### src/rtl/pc_seq_pkg.sv
// Shared definitions for the PC sequencer: FSM state encodings, next-PC selector, defaults.
// Also imported by the control unit and the bench.
package pc_seq_pkg;

    localparam int unsigned PC_W_DEFAULT  = 8;
    localparam int unsigned CNT_W_DEFAULT = 4;

    typedef enum logic [1:0] {
        ST_IDLE  = 2'd0,
        ST_RUN   = 2'd1,
        ST_STALL = 2'd2,
        ST_HALT  = 2'd3
    } pc_state_e;

    typedef enum logic [1:0] {
        SEL_HOLD   = 2'd0,
        SEL_INC    = 2'd1,
        SEL_BRANCH = 2'd2,
        SEL_JUMP   = 2'd3
    } pc_sel_e;

endpackage

### src/rtl/pc_next_calc.sv
// Combinational next-PC selection: hold, increment, PC-relative branch or absolute jump.
// All arithmetic wraps modulo 2**PC_W.
module pc_next_calc
    import pc_seq_pkg::*;
#(
    parameter int unsigned PC_W = PC_W_DEFAULT
) (
    input  logic [PC_W-1:0] i_pc,
    input  pc_sel_e         i_sel,
    input  logic [PC_W-1:0] i_jump_addr,
    input  logic [PC_W-1:0] i_branch_off,
    output logic [PC_W-1:0] o_next_pc
);

    logic [PC_W-1:0] w_pc_inc;

    assign w_pc_inc = i_pc + PC_W'(1);

    always_comb begin
        o_next_pc = i_pc;
        unique case (i_sel)
            SEL_HOLD:   o_next_pc = i_pc;
            SEL_INC:    o_next_pc = w_pc_inc;
            // Offset is two's complement relative to PC+1; plain add wraps correctly.
            SEL_BRANCH: o_next_pc = w_pc_inc + i_branch_off;
            SEL_JUMP:   o_next_pc = i_jump_addr;
            default:    o_next_pc = i_pc;
        endcase
    end

endmodule

### src/rtl/pc_sequencer.sv
// Program-counter sequencer: owns the PC register, stall counter and IDLE/RUN/STALL/HALT FSM.
// The control unit only raises requests; this block decides the next PC each cycle.
module pc_sequencer
    import pc_seq_pkg::*;
#(
    parameter int unsigned    PC_W     = PC_W_DEFAULT,
    parameter logic [PC_W-1:0] RESET_PC = '0,
    parameter int unsigned    CNT_W    = CNT_W_DEFAULT
) (
    input  logic             i_clk,
    input  logic             i_reset,
    input  logic             i_run,
    input  logic             i_halt_req,
    input  logic             i_stall_req,
    input  logic [CNT_W-1:0] i_stall_cycles,
    input  logic             i_jump,
    input  logic [PC_W-1:0]  i_jump_addr,
    input  logic             i_branch_taken,
    input  logic [PC_W-1:0]  i_branch_off,
    output logic [PC_W-1:0]  o_pc,
    output logic             o_pc_en,
    output logic [1:0]       o_state,
    output logic             o_halted
);

    pc_state_e        r_state;
    pc_state_e        w_state_d;
    logic [CNT_W-1:0] r_cnt;
    logic [CNT_W-1:0] w_cnt_d;
    logic [PC_W-1:0]  r_pc;
    logic [PC_W-1:0]  w_next_pc;
    logic             r_pc_en;
    logic             r_halted;
    pc_sel_e          w_sel;

    pc_next_calc #(
        .PC_W (PC_W)
    ) u_next_calc (
        .i_pc         (r_pc),
        .i_sel        (w_sel),
        .i_jump_addr  (i_jump_addr),
        .i_branch_off (i_branch_off),
        .o_next_pc    (w_next_pc)
    );

    always_comb begin
        w_state_d = r_state;
        w_cnt_d   = r_cnt;
        w_sel     = SEL_HOLD;
        unique case (r_state)
            ST_IDLE: begin
                if (i_run) w_state_d = ST_RUN;
            end
            ST_RUN: begin
                // One action per edge; lower-priority requests are dropped, not queued.
                if (i_halt_req) begin
                    w_state_d = ST_HALT;
                end else if (i_stall_req && (i_stall_cycles != '0)) begin
                    w_state_d = ST_STALL;
                    w_cnt_d   = i_stall_cycles;
                end else if (i_jump) begin
                    w_sel = SEL_JUMP;
                end else if (i_branch_taken) begin
                    w_sel = SEL_BRANCH;
                end else begin
                    w_sel = SEL_INC;
                end
            end
            ST_STALL: begin
                if (r_cnt > CNT_W'(1)) begin
                    w_cnt_d = r_cnt - CNT_W'(1);
                end else begin
                    w_cnt_d   = '0;
                    w_sel     = SEL_INC;
                    w_state_d = ST_RUN;
                end
            end
            ST_HALT: begin
                if (!i_run) w_state_d = ST_IDLE;
            end
            default: w_state_d = ST_IDLE;
        endcase
    end

    always_ff @(posedge i_clk or posedge i_reset) begin
        if (i_reset) begin
            r_state  <= ST_IDLE;
            r_cnt    <= '0;
            r_pc     <= RESET_PC;
            r_pc_en  <= 1'b0;
            r_halted <= 1'b0;
        end else begin
            r_state  <= w_state_d;
            r_cnt    <= w_cnt_d;
            r_pc     <= w_next_pc;
            r_pc_en  <= (w_next_pc != r_pc);
            r_halted <= (w_state_d == ST_HALT);
        end
    end

    assign o_pc     = r_pc;
    assign o_pc_en  = r_pc_en;
    assign o_state  = r_state;
    assign o_halted = r_halted;

endmodule

### config.mk
export PLATFORM = sky130hd
export DESIGN_NAME = pc_sequencer
export DESIGN_NICKNAME = d
export VERILOG_FILES = /design/src/rtl/pc_seq_pkg.sv /design/src/rtl/pc_next_calc.sv /design/src/rtl/pc_sequencer.sv
export SDC_FILE = /design/constraint.sdc
export NUM_CORES = 1
export LEC_CHECK = 0
export CORE_ASPECT_RATIO = 1.4
export CORE_MARGIN = 8
export CORE_UTILIZATION = 35
export DETAILED_ROUTE_END_ITERATION = 10
export PLACE_DENSITY = 0.63
export SLEW_MARGIN = 10
export SYNTH_ARGS = -nofsm -noshare
export SYNTH_HDL_FRONTEND = slang
export SYNTH_SLANG_ARGS = --single-unit
### constraint.sdc
create_clock -name i_clk -period 3.3 [get_ports i_clk]
set_input_delay 0.66 -clock i_clk [delete_from_list [all_inputs] [get_ports i_clk]]
set_output_delay 0.66 -clock i_clk [all_outputs]
set_load 0.05 [all_outputs]
* Word-level counts from Yosys, hierarchy flattened
Index checks and enable logic that the tools add are counted.
** Operators by class
- Add/sub/neg operators :: 3
- Magnitude comparators :: 1
- Eq/ne operators :: 10
- Mux-type cells :: 17
- Reduce and logical (&&, ||, !) cells :: 6
** Operator list (number)
- 8-bit case mux with 4 select lines :: 1
- 2-bit 2-to-1 mux :: 9
- 4-bit 2-to-1 mux :: 3
- 2-bit == test, second input constant :: 5
- 8-bit by 1-bit adder with 8-bit output, second input constant :: 1
- 8-bit adder :: 1
- 8-bit inequality test :: 1
- 2-bit case mux with 4 select lines :: 1
- 4-bit case mux with 2 select lines :: 1
- 2-bit by 1-bit == test with 1-bit output, second input constant :: 2
- 4-bit by 1-bit > comparator with 1-bit output, second input constant :: 1
- 2-bit zero test :: 2
- 2-bit inequality test, second input constant :: 2
- 2-bit case mux with 2 select lines :: 1
- 4-bit nonzero test :: 1
- 4-bit by 1-bit subtractor with 4-bit output, second input constant :: 1
- 3-bit AND reduction :: 1
- 2-bit nonzero test :: 1
- 1-bit logical AND :: 1
- 1-bit 2-to-1 mux :: 1
** Word-level totals
- Bits in registers :: 16
- Input port bits :: 27
- Output and inout bits :: 12
- Word-level logic and storage cells :: 42

* Depth between registers and ports, before layout
Gate-level depths: netlist of run 1.
- Depth after elaboration :: 8
- Depth in mapped cells :: 12
- Depth with buffers taken out :: 12

* By module
A second synthesis of run 1 with hierarchy kept.
** Second synthesis, totals
- Cell total of the unflattened synthesis :: 165
- Area, all modules :: 1555.2 sq um
** By module, submodules not included
- pc_sequencer :: times used 1, cells an instance 83, area an instance 899.6 sq um, seq. area each 400.4 sq um
- pc_next_calc :: times used 1, cells an instance 82, area an instance 655.6 sq um, seq. area each 0.0 sq um

* Worst setup path before layout of run 1
Ideal clock, no wire load.
- Path kind :: register -> register
- From :: register r_pc[1] (netlist: o_pc[1])
- To :: register r_pc_en (netlist: o_pc_en)
- Arrival :: 2.987 ns
- Setup slack :: 0.173 ns
- Stages on the path, launching flop included :: 12
- Buffers on the path :: 0
- Cells stage by stage :: dfrtp_1 -> ha_1 -> nand3_1 -> xnor2_1 -> ha_1 -> and3_1 -> a221o_1 -> o41ai_2 -> xnor2_1 -> a21oi_1 -> o41ai_2 -> nand4_1
** On the way
- Longest elaborated chain between the ends :: 4
** Ends and longest elaborated chain
- start: declaration :: RTL line pc_sequencer.sv:30 : logic [PC_W-1:0] r_pc;
- start signal: assignment :: RTL line pc_sequencer.sv:95 : r_pc <= w_next_pc;
- 8-bit by 1-bit adder with 8-bit output :: RTL line pc_next_calc.sv:17 : assign w_pc_inc = i_pc + PC_W'(1);
- 8-bit adder :: RTL line pc_next_calc.sv:25 : SEL_BRANCH: o_next_pc = w_pc_inc + i_branch_off;
- 8-bit case mux with 4 select lines :: RTL line pc_next_calc.sv:21 : unique case (i_sel)
- 8-bit inequality test * :: RTL line pc_sequencer.sv:96 : r_pc_en <= (w_next_pc != r_pc);
- end signal: assignment :: RTL line pc_sequencer.sv:96
- end: declaration :: RTL line pc_sequencer.sv:32 : logic r_pc_en;
Every way passes the cells marked *; elsewhere a longest branch is shown, timed or not.
A chain may end at the register's enable or synchronous reset.

* Worst setup path in the final report of run 1
- From :: register r_pc[0] (netlist: o_pc[0])
- To :: register r_pc_en (netlist: o_pc_en)
Same word-level chain as after synthesis.

==> qor.csv, run 1 <==
metric;value;unit
status;finished clean;
setup_tns;0;ps
switchingPower;0.001160;W
cts-root-buf;clkbuf_8;
finalWorstSetupSlack;302.1;ps
finalHoldViolations;0;
clkSinkCount;16;
place_ws;57.15;ps
path_clk_slew;60;ps
critPathMaxStageDelay;360;ps
synth_edf_count;0;
holdWs;525.5;ps
yosys-top-cells-area;dfrtp_1 (23%), ha_1 (10%), xnor2_1 (6.1%);
port_buffers;38;
synthFlopType;dfrtp_1;
dp_hpwl;3.718;mm
dr_wl_met3;243;um
wl_met1;1.846;mm
drtIter0Drc;57;
area_growth_syn_to_layout;29.47;%
reg2reg_depth;11;
grt_max_degree;17;
cp.arrival;3100;ps
rr_endpoint;o_pc_en;
p_comb_frac;0.760;
grt_pass1_vias;1735;
cp_data_required_time;3410;ps
worst_slew_pin_slew;590.7;ps
yosysTopAreaCell;dfrtp_1;
min_from;r_cnt[3];
core_area;0.004805;mm^2
ioPinCount;39;
die_h;98.84;um
first_pass_iters;4;
ys_async_sr_fraction;1.000;
n_antenna_cell;0;
cts.hold.buffers_added;0;
synth-seq-area-share;0.2334;
fin_crit_sh;0.9084;
setup_viol;0;
crit_family;compound AO/OA/AOI/OAI gates;
ant_nets;0;
final_area;0.002221;mm^2
endpoint_kind;register;
internal_power;0.001073;W
path_buf_inv;0;
ys_seq_elements;16;
met2_length;2.256;mm
worstSkewPairLatency;240;ps
cts_tree;built;
clkPwrFrac;0.063;
fmax;0.3336;GHz
rsz0062_at_grt;no;
ys.warnings.count;0;
cts_buffer_depth;2;
rr_startpoint;o_pc[0];
cts_resized;0;
routabilityCongestion;0.8022;
drive_gt1_frac;0.07229;
drt_wl_total;4.474;mm
holdPathStages;1;
r2r_slack;300;ps
start_util;0.3570;
syn_inst;209;
dieArea;0.007429;mm^2
nFillCells;524;
fin_nets;293;
p_sw_frac;0.5196;
vdd_drop_max;377.9;uV
numCtsBuffers;3;
synth.top_cell.area_share;0.2334;
antenna_found_initial;0;
htreeDepth;1;
crit_slowest_cell;dfrtp_1;
synth.cell_area;0.001715;mm^2
start_kind;register;
synth_cell_types;51;
core.rowCount;30;
hold_end;r_cnt[3];
grt_usage;0.1251;
grt_overflow;0;
dieWidth;75.17;um
crit_type;reg -> reg;
synth.avg_cell_area;8.208;um^2
placed_area;0.002180;mm^2
hold_path_class;reg -> reg;
drcViolationCount;0;
skew;1.384;ps
power_frac_seq;0.178;
power_density;1005;mW/mm^2
cp_max_fo;5;
period_needed;2998;ps
top_layer_used;met4;
vias;1672;
grt_pass1_wl;7.541;mm
wire_per_inst;14.29;um
report.final.slew_viol_count;0;
p_leak;0.9180;nW
synth.net_count;251;
fin_util;0.4622;
post_cts_buffers;0;
crit_chain;ha_1 -> nand3_1 -> xnor2_1 -> ha_1 -> and3_1 -> a221o_1 -> o41ai_2 -> xnor2_1 -> a21oi_1 -> o41ai_2 -> nand4_1;
slew_headroom;0.6057;
drv_cap;0;
via_per_inst;5.342;
==> sequential cells by signal, summed over array words and instances, names as in the netlist <==
register,count
o_pc,8
r_cnt,4
o_halted,1
o_pc_en,1
o_state,2
==> worst max-delay path by stage <==
stage / start / to / slack, ps / cells after the start
after detailed placement: i_branch_off[0] / o_pc_en / 60 / 10
final: o_pc[0] / o_pc_en / 300 / 11
after global placement: i_branch_off[0] / o_pc_en / 120 / 10
after CTS: o_pc[0] / o_pc_en / 270 / 11
after floorplan: o_pc[1] / o_pc_en / 170 / 11
after global routing: o_pc[0] / o_pc_en / 60 / 11
==> power by group through the flow <==
stage | combinational (W) | clock (W) | sequential [W]
6_report | 0.00170 | 0.000140 | 0.000397
5_1_grt | 0.00186 | 0.000150 | 0.000414
4_1_cts | 0.00170 | 0.000144 | 0.000399
3_5_place_dp | 0.00170 | 0 | 0.000400
3_3_place_gp | 0.00168 | 0 | 0.000401
2_1_floorplan | 0.00102 | 0 | 0.000628
==> placed cells by master, fill, tap and decap left out, types with 3 or more instances in the layout <==
cell type	Yosys	routed
and3_1	3	3
ha_1	14	14
inv_1	15	15
a31oi_1	4	4
nand2_1	12	12
nand4_1	3	3
clkdlybuf4s50_1	0	38
xnor2_1	12	12
o21ai_0	13	13
a211oi_1	3	3
nor2_1	19	19
mux2i_1	3	3
dfrtp_1	16	16
o22ai_1	4	4
nand3_1	4	4
clkbuf_8	0	3
nor3_1	7	7
a21oi_1	16	16
xor2_1	6	6
buf_4	0	8
nand2b_1	7	7
==> Yosys cell counts, types with 3 or more instances <==
cell type  instances
nor3_1             7
a21oi_1           16
dfrtp_1           16
ha_1              14
mux2i_1            3
nand2_1           12
nand4_1            3
buf_2              6
nor2_1            19
xnor2_1           12
inv_1             15
xor2_1             6
nand2b_1           7
o22ai_1            4
a31oi_1            4
and3_1             3
a211oi_1           3
o21ai_0           13
nand3_1            4
==> cell type report <==
cell class | instances | area (um^2) | area share
Inverter | 15 | 56.30 | 0.02535
Tap cell | 64 | 80.08 | 0.03606
Sequential cell | 16 | 400.4 | 0.1803
Clock buffer | 3 | 41.29 | 0.01859
Multi-Input combinational cell | 169 | 1202 | 0.5414
Timing Repair Buffer | 46 | 440.4 | 0.1983
==> cells by family after synthesis <==
| logic type | synth area share |
|---|---|
| AO/OA/AOI/OAI | 0.2662 |
| XOR/XNOR | 0.09190 |
| AND/OR/NAND/NOR | 0.2035 |
| flip-flops | 0.2334 |
| multiplexers | 0.02553 |
| adder cells (fa/ha/maj) | 0.1138 |
| buffers and inverters | 0.06564 |
==> routing by layer <==
metal / global-route usage / vias up
met3: 0.01829 / 11
met4: 0.06984 / 0
met1: 0.1327 / 768
met5: 0 / -
met2: 0.2223 / 49
li1: - / 844
==> per-stage QoR <==
step                power [W]  instances
finish               0.002232        313
global placement     0.002084        310
detailed placement   0.002099        310
CTS                  0.002245        313
floorplan            0.001649        209
global route         0.002423        313
Note: power is estimated with default switching activity, not from simulation.
==> run 2: changes to the inputs <==
--- a/config.mk
+++ b/config.mk
@@ -6,11 +6,12 @@
 export NUM_CORES = 1
 export LEC_CHECK = 0
 export CORE_ASPECT_RATIO = 1.4
-export CORE_MARGIN = 8
 export CORE_UTILIZATION = 35
+export CTS_BUF_LIST = sky130_fd_sc_hd__clkbuf_4 sky130_fd_sc_hd__clkbuf_8 sky130_fd_sc_hd__clkbuf_16
 export DETAILED_ROUTE_END_ITERATION = 10
 export PLACE_DENSITY = 0.63
 export SLEW_MARGIN = 10
 export SYNTH_ARGS = -nofsm -noshare
 export SYNTH_HDL_FRONTEND = slang
 export SYNTH_SLANG_ARGS = --single-unit
+export TNS_END_PERCENT = 100
==> run 2 against run 1 <==
Compared with the run above: critical path depth stayed put; via count decreased by 0.54%; count of clock-buffer cells in the layout unchanged; combinational power hardly changed; total power down 0.15%; clock power grew 4%; maximum frequency fell by 0.44%; die area down 30%; sequential cell count did not move; critical path type unchanged.
==> qor.csv, run 2 (synthesis gave the netlist of run 1 again) <==
metric;value;unit
final_common_cell;clkdlybuf4s50_1;
grt_overflow;0;
worstSkewPairLatency;250;ps
worst_slew_pin_slew;588.2;ps
ioPinCount;39;
rr_endpoint;o_pc_en;
reg2reg_depth;11;
cp.arrival;3130;ps
cts_tree;built;
fmax;0.3321;GHz
grt_usage;0.1784;
drcViolationCount;0;
vias;1663;
numCtsBuffers;3;
crit_type;reg -> reg;
antenna_found_initial;0;
hold_path_class;reg -> reg;
r2r_slack;290;ps
endpoint_kind;register;
final_area;0.002218;mm^2
rsz0062_at_grt;no;
wire_per_inst;13.49;um
grt_max_degree;17;
ant_nets;0;
n_antenna_cell;0;
cp_max_fo;5;
setup_tns;0;ps
path_clk_slew;60;ps
drtIter0Drc;88;
cp_data_required_time;3420;ps
fin_util;0.4814;
cts.hold.buffers_added;0;
grt_pass1_wl;7.003;mm
post_cts_buffers;0;
area_growth_syn_to_layout;29.32;%
drive_gt1_frac;0.07229;
start_util;0.3723;
fin_nets;293;
core_area;0.004608;mm^2
skew;0.6101;ps
cp-startpoint;o_pc[0];
routabilityCongestion;0.8060;
largest_reg_flops;8;
finalHoldViolations;0;
port_buffers;38;
die_h;84.84;um
setup_viol;0;
core.rowCount;29;
cts_buffer_depth;2;
status;finished clean;
period_needed;3011;ps
fin_crit_sh;0.9125;
grt_pass1_vias;1622;
via_per_inst;5.347;
rr_startpoint;o_pc[0];
dieArea;0.005189;mm^2
final_cell_mix;clkdlybuf4s50_1 (38), nor2_1 (19), a21oi_1 (16), dfrtp_1 (16), inv_1 (15);
p_leak;0.9180;nW
first_pass_iters;4;
cts-root-buf;clkbuf_8;
crit_end;o_pc_en;
drt_wl_total;4.196;mm
slew_headroom;0.6074;
clkSinkCount;16;
vdd_drop_max;430.9;uV
start_kind;register;
cts_resized;0;
dieWidth;61.17;um
report.final.slew_viol_count;0;
placed_area;0.002177;mm^2
drv_cap;0;
htreeDepth;1;
dp_hpwl;3.410;mm
power_density;1005;mW/mm^2
==> run 2: how the worst min path moves through the flow <==
| stage | startpoint | end | slack [ps] | cells past startpoint |
|---|---|---|---|---|
| after floorplan | r_cnt[3] | r_cnt[3] | 480 | 1 |
| after global placement | r_cnt[3] | r_cnt[3] | 510 | 1 |
| after detailed placement | r_cnt[3] | r_cnt[3] | 520 | 1 |
| after CTS | r_cnt[3] | r_cnt[3] | 540 | 1 |
| after global routing | r_cnt[3] | r_cnt[3] | 550 | 1 |
| final | r_cnt[3] | r_cnt[3] | 530 | 1 |
==> run 2: where the power goes <==
group | total, W | leakage [nW] | switching, W | internal (W)
registers | 0.000395 | 0.193 | 0.000101 | 0.000294
clock network | 0.000145 | 0.0216 | 0.0000640 | 0.0000811
logic | 0.00169 | 0.704 | 0.000990 | 0.000698
==> run 2: per-layer routing <==
metal / up-vias / part of all wire / GRT usage
li1: 839 / - / -
met1: 771 / 0.43 / 0.2120
met2: 42 / 0.50 / 0.3014
met3: 11 / 0.031 / 0.01524
met4: 0 / 0.035 / 0.1033
met5: - / 0 / 0
==> run 2: through the flow <==
step / power (W) / hold WS (ps) / instances / worst slack (ps)
after floorplan: 0.001649 / 479.9 / 209 / 173.1
after global placement: 0.002079 / 509.9 / 308 / 91.95
after detailed placement: 0.002093 / 519.2 / 308 / 65.34
after CTS: 0.002244 / 536.7 / 311 / 285.7
after global routing: 0.002435 / 545.8 / 311 / 13.86
final: 0.002229 / 525.0 / 311 / 288.9
==> run 2: critical path, cell delays in order, from the launching register on <==
cell and delay, ps:
dfrtp_1 360, ha_1 240, nand3_1 170, xnor2_1 180, ha_1 350, and3_1 190
a221o_1 360, o41ai_2 270, xnor2_1 200, a21oi_1 90, o41ai_2 350, nand4_1 110
==> run 2: cell type report <==
type | count | area, um^2
Inverter | 15 | 56.30
Timing Repair Buffer | 46 | 440.4
Clock buffer | 3 | 41.29
Sequential cell | 16 | 400.4
Fill cell | 481 | 2390
Tap cell | 62 | 77.57
Multi-Input combinational cell | 169 | 1202
